### src/rtl/ulpi_tx_packetizer.sv
// ulpi_tx_packetizer
//   Captures a PID plus up to MAX_BYTES payload bytes in one cycle and sends
//   them over the ULPI data bus as TXCMD, payload and an optional USB CRC16
//   (low byte first). The stp strobe ends the packet. The PHY paces each byte
//   with nxt. If the PHY takes the bus with dir, the packet is dropped.
//
// Ports
//   clk, rst      clock, asynchronous active-high reset
//   start         one-cycle load request (honoured only in IDLE with dir=0)
//   pid           USB PID, TXCMD byte = {4'b0100, pid}
//   len_in        payload byte count (0 = ZLP, clamped to MAX_BYTES)
//   data_in       payload, byte k at [8k+7:8k], byte 0 sent first
//   nxt, dir      ULPI PHY handshake inputs
//   data_out, stp ULPI link outputs (registered)
//   busy          high outside IDLE
//   done          one-cycle pulse with stp
//   aborted       one-cycle pulse when dir kills a packet
module ulpi_tx_packetizer #(
    parameter int MAX_BYTES = 64,
    parameter int CRC_EN    = 1,
    parameter int LEN_W     = $clog2(MAX_BYTES + 1)
) (
    input  logic                   clk,
    input  logic                   rst,
    input  logic                   start,
    input  logic [3:0]             pid,
    input  logic [LEN_W-1:0]       len_in,
    input  logic [MAX_BYTES*8-1:0] data_in,
    input  logic                   nxt,
    input  logic                   dir,
    output logic [7:0]             data_out,
    output logic                   stp,
    output logic                   busy,
    output logic                   done,
    output logic                   aborted
);

    typedef enum logic [2:0] {
        S_IDLE, S_TXCMD, S_DATA, S_CRC_LO, S_CRC_HI, S_STOP
    } state_t;

    state_t                 state_q;
    logic [MAX_BYTES*8-1:0] buf_q;
    logic [LEN_W-1:0]       len_q;
    logic [LEN_W-1:0]       idx_q;
    logic [15:0]            crc_q;
    logic [7:0]             data_out_q;
    logic                   stp_q;
    logic                   busy_q;
    logic                   done_q;
    logic                   aborted_q;

    logic [LEN_W-1:0]       len_d;
    logic [LEN_W-1:0]       idx_d;
    logic [15:0]            crc_d;
    logic [MAX_BYTES*8-1:0] buf_d;

    // One byte of reflected CRC16 (poly 0xA001), LSB first.
    function automatic logic [15:0] crc16_byte(input logic [15:0] c, input logic [7:0] b);
        logic [15:0] r;
        r = c;
        for (int i = 0; i < 8; i++) begin
            if (r[0] ^ b[i]) r = {1'b0, r[15:1]} ^ 16'hA001;
            else             r = {1'b0, r[15:1]};
        end
        return r;
    endfunction

    // The payload buffer shifts down one byte per accepted byte, so the byte
    // on the bus is always buf_q[7:0] and no wide index mux is needed.
    always_comb begin
        len_d = (len_in > LEN_W'(MAX_BYTES)) ? LEN_W'(MAX_BYTES) : len_in;
        idx_d = idx_q + LEN_W'(1);
        crc_d = crc16_byte(crc_q, buf_q[7:0]);
        buf_d = buf_q >> 8;
    end

    always_ff @(posedge clk or posedge rst) begin
        if (rst) begin
            state_q    <= S_IDLE;
            buf_q      <= '0;
            len_q      <= '0;
            idx_q      <= '0;
            crc_q      <= '0;
            data_out_q <= 8'h00;
            stp_q      <= 1'b0;
            busy_q     <= 1'b0;
            done_q     <= 1'b0;
            aborted_q  <= 1'b0;
        end else begin
            stp_q     <= 1'b0;
            done_q    <= 1'b0;
            aborted_q <= 1'b0;
            case (state_q)
                S_IDLE: begin
                    data_out_q <= 8'h00;
                    busy_q     <= 1'b0;
                    if (start && !dir) begin
                        buf_q      <= data_in;
                        len_q      <= len_d;
                        idx_q      <= '0;
                        crc_q      <= 16'hFFFF;
                        data_out_q <= {4'b0100, pid};
                        busy_q     <= 1'b1;
                        state_q    <= S_TXCMD;
                    end
                end
                S_STOP: begin
                    // dir is ignored here: stp has already been driven.
                    data_out_q <= 8'h00;
                    busy_q     <= 1'b0;
                    state_q    <= S_IDLE;
                end
                default: begin
                    if (dir) begin
                        // PHY turned the bus around: drop the packet, no stp.
                        data_out_q <= 8'h00;
                        busy_q     <= 1'b0;
                        aborted_q  <= 1'b1;
                        state_q    <= S_IDLE;
                    end else if (nxt) begin
                        case (state_q)
                            S_TXCMD: begin
                                if (len_q != '0) begin
                                    data_out_q <= buf_q[7:0];
                                    state_q    <= S_DATA;
                                end else if (CRC_EN != 0) begin
                                    data_out_q <= ~crc_q[7:0];
                                    state_q    <= S_CRC_LO;
                                end else begin
                                    data_out_q <= 8'h00;
                                    stp_q      <= 1'b1;
                                    done_q     <= 1'b1;
                                    state_q    <= S_STOP;
                                end
                            end
                            S_DATA: begin
                                crc_q <= crc_d;
                                buf_q <= buf_d;
                                idx_q <= idx_d;
                                if (idx_d == len_q) begin
                                    if (CRC_EN != 0) begin
                                        data_out_q <= ~crc_d[7:0];
                                        state_q    <= S_CRC_LO;
                                    end else begin
                                        data_out_q <= 8'h00;
                                        stp_q      <= 1'b1;
                                        done_q     <= 1'b1;
                                        state_q    <= S_STOP;
                                    end
                                end else begin
                                    data_out_q <= buf_d[7:0];
                                end
                            end
                            S_CRC_LO: begin
                                data_out_q <= ~crc_q[15:8];
                                state_q    <= S_CRC_HI;
                            end
                            default: begin
                                data_out_q <= 8'h00;
                                stp_q      <= 1'b1;
                                done_q     <= 1'b1;
                                state_q    <= S_STOP;
                            end
                        endcase
                    end
                end
            endcase
        end
    end

    assign data_out = data_out_q;
    assign stp      = stp_q;
    assign busy     = busy_q;
    assign done     = done_q;
    assign aborted  = aborted_q;

endmodule

### config.mk
export PLATFORM = sky130hd
export DESIGN_NAME = ulpi_tx_packetizer
export DESIGN_NICKNAME = d
export VERILOG_FILES = /design/src/rtl/ulpi_tx_packetizer.sv
export SDC_FILE = /design/constraint.sdc
export NUM_CORES = 2
export LEC_CHECK = 0
export ABC_AREA = 1
export BUFFER_PORTS_ARGS = -buffer_cell sky130_fd_sc_hd__buf_2
export CAP_MARGIN = 5
export CORE_ASPECT_RATIO = 2
export CORE_MARGIN = 5
export CORE_UTILIZATION = 35
export CTS_BUF_LIST = sky130_fd_sc_hd__clkbuf_8
export DETAILED_ROUTE_END_ITERATION = 10
export PLACE_DENSITY = 0.64
export SYNTH_ARGS = -nofsm -noshare
export SYNTH_HDL_FRONTEND = slang
export SYNTH_SLANG_ARGS = --single-unit
export TNS_END_PERCENT = 5
### constraint.sdc
create_clock -name clk -period 33.8 [get_ports clk]
set_input_delay 1.69 -clock clk [delete_from_list [all_inputs] [get_ports clk]]
set_output_delay 1.69 -clock clk [all_outputs]
set_load 0.02 [all_outputs]
==> impl_metrics.ini <==
[status]
outcome = finished, final reports clean

[route]
ant_nets = 0
via_count = 23100
dr.first_iter.drc_count = 1747
viasPerCell = 5.08
drt-total-wl_mm = 82.6
avgRoutedWirePerCell_um = 18.2
post-route-drc-count = 0
dr.pass1.iters = 8

[floorplanning]
core-area_um2 = 72900
start_util = 0.353
dieArea_um2 = 79400
num_rows = 140
ios = 540
die_h_um = 394
die_w_um = 202

[final_layout]
syn2layout_area_growth_pct = 19.8
final_common_cell = nand2_1
drive_gt1_frac = 0.207
n_fill_cell = 7512
nNetsFinal = 4068
stdcell_count = 4541
multi_input_area_um2 = 10200
regArea_um2 = 13900
final_cell_mix = nand2_1, dfrtp_1, buf_2

[worst_setup_path]
cp-endpoint = buf_q[327]
cp_slowest_cell = buf_4
worstSetupStartpointType = primary input
critPathLaunch = dir
required_ns = 34.36
crit_fanout = 169
crit_family = buffers and inverters
critPathBufInv = 7
r2r-start = state_q[2]
path_depth = 10
rrSetupSlack_ns = 28.77
worst_setup_path_end_kind = flop
critPathArrivalTime_ns = 6.26
path_cells = buf_2 > inv_1 > nand2_1 > inv_1 > o21ai_2 > inv_8 > buf_4 > buf_4 > buf_4 > a31oi_1
critical-path-max-stage-delay_ns = 0.92
path_class = in2reg
r2r-end = buf_q[327]
path_common_cell = buf_4
r2r_cells = 10

[global_routing]
grt_pass1_wl_mm = 129
grt_max_degree = 273
met2_usage = 0.315
use_met1 = 0.273
use_met3 = 0.0646
antenna_found_initial = 37
grtUsageTotal = 0.204
grt_pass1_vias = 22600
overflow = 0
busiest_layer = met2

[sta]
final-setup-viol-count = 0
worst_slack_ns = 28.10
maxClockFrequency_mhz = 175
fin_setup_tns_ns = 0
finalCriticalPeriod_ns = 5.70
fin_skew_ns = 0.0415
hold_viol_final = 0
rsz0062_at_grt = false
fin_crit_sh = 0.169
tightest_slew_ns = 1.20
final_max_slew_viol_count = 0
max-slew-margin-rel = 0.200
hold_ws_ns = 0.474

[pwr]
p_leak_nw = 14.6
p_per_area_nw_per_um2 = 109
irDropWorstVdd_mv = 0.0827

[cts]
postCtsSetupBuffers = 0
postCtsHoldBufs = 0
clock_sinks = 556
clock_latency_ns = 0.75
clockRootBuffer = clkbuf_8
cts.repair.resized = 0
path_clk_slew_ns = 0.06
cts_buffers = 85
cts_tree = built
htree_levels = 3
cts_buffer_depth = 3

[yosys]
ys_seq_area_frac = 0.540
synth_seq_cells = 556
avgSynthCellArea_um2 = 8.25
netlist.area_leader.share = 0.540
syn-cell-area_um2 = 25700
yosys.area.top_type = dfrtp_1
mappedNetlistNets = 3651
synth.area.top_cells = dfrtp_1, nand2_1, a31oi_1
syn_inst = 3122
synth_cell_types = 43
yosysWarnings = 0

[worst_hold_path]
hold_path.class = reg2reg
min_delay_path_depth = 2

[placed_design]
place_inst = 4375
place_congestion = 0.858
pre_cts_ws_ns = 27.44
port_buffers = 539
place_hpwl_mm = 57.8

[job]
cap_violations = 0
-- synth_stat cells (all sizes together) --
library cell / instances
a21oi: 22
a22o: 8
a22oi: 5
a31oi: 412
a32oi: 1
buf: 70
clkbuf: 162
dfrtp: 556
ha: 1
inv: 167
nand2: 989
nand3: 25
nand4: 4
nor2: 432
nor3: 5
nor4: 1
o211ai: 110
o21a: 1
o21ai: 117
o22ai: 11
o31ai: 1
o32ai: 2
o41ai: 1
or2: 2
xnor2: 5
xor2: 12
-- through the flow --
stage	util	instance area [um2]	power, mW
detailed placement	0.396	28900	2.74
global placement	0.396	28900	2.70
CTS	0.423	30800	3.40
global route	0.423	30800	3.66
finish	0.423	30800	3.35
floorplan	-	25700	2.35
-- worst register-to-register path: cells and delay by family (launching register included) --
| family | cells | cell delay [ns] |
|---|---|---|
| simple gates | 2 | 0.14 |
| buf+inv | 6 | 3.90 |
| flops | 1 | 0.42 |
| compound gates | 2 | 0.44 |
-- how the worst min path moves through the flow --
stage / startpoint / end
2_1_floorplan: buf_q[504] / buf_q[504]
3_3_place_gp: data_out[7] / data_out[7]
3_5_place_dp: data_out[7] / data_out[7]
4_1_cts: data_out[7] / data_out[7]
5_1_grt: busy / busy
6_report: busy / busy
-- registers in the layout, indices dropped and copies added (netlist names) --
| name | cells |
|---|---|
| busy | 1 |
| aborted | 1 |
| state_q | 3 |
| crc_q | 16 |
| data_out | 8 |
| buf_q | 512 |
| idx_q | 7 |
| len_q | 7 |
| done | 1 |
-- report_power, final --
| group | total [mW] | switching, mW | internal (mW) |
|---|---|---|---|
| sequential | 1.17 | 0.165 | 1.01 |
| combinational | 1.54 | 1.04 | 0.503 |
| clock | 0.641 | 0.286 | 0.355 |
| total | 3.35 | 1.49 | 1.86 |
-- cells by family (layout without fill, tap and decap cells) --
| kind of cell | after synthesis | in the layout | synth area share |
|---|---|---|---|
| other | 0 | 12 | 0 |
| and+or+nand+nor | 1458 | 1458 | 0.222 |
| buffers and inverters | 399 | 883 | 0.0620 |
| AOI/OAI and AO/OA | 691 | 691 | 0.169 |
| DFF | 556 | 556 | 0.540 |
| xor gates and xnor gates | 17 | 17 | 0.00637 |
| adders and majority gates | 1 | 1 | 0.000486 |
-- layer usage --
layer  up-vias  routed length [um]
met5         -                 319
met4        50                2520
met3       146                7180
met2       884               37000
met1     10800               35600
li1      11200                   -
-- final cells by class --
cell class / instances / area share
clock inverter: 48 / 0.0153
timing repair buffer: 562 / 0.0947
multi-input combinational: 2167 / 0.332
tap: 923 / 0.0374
sequential: 556 / 0.451
clock buffer: 106 / 0.0473
inverter: 167 / 0.0211
antenna: 12 / 0.000974
No activity file was read; power rests on OpenSTA's default activity.
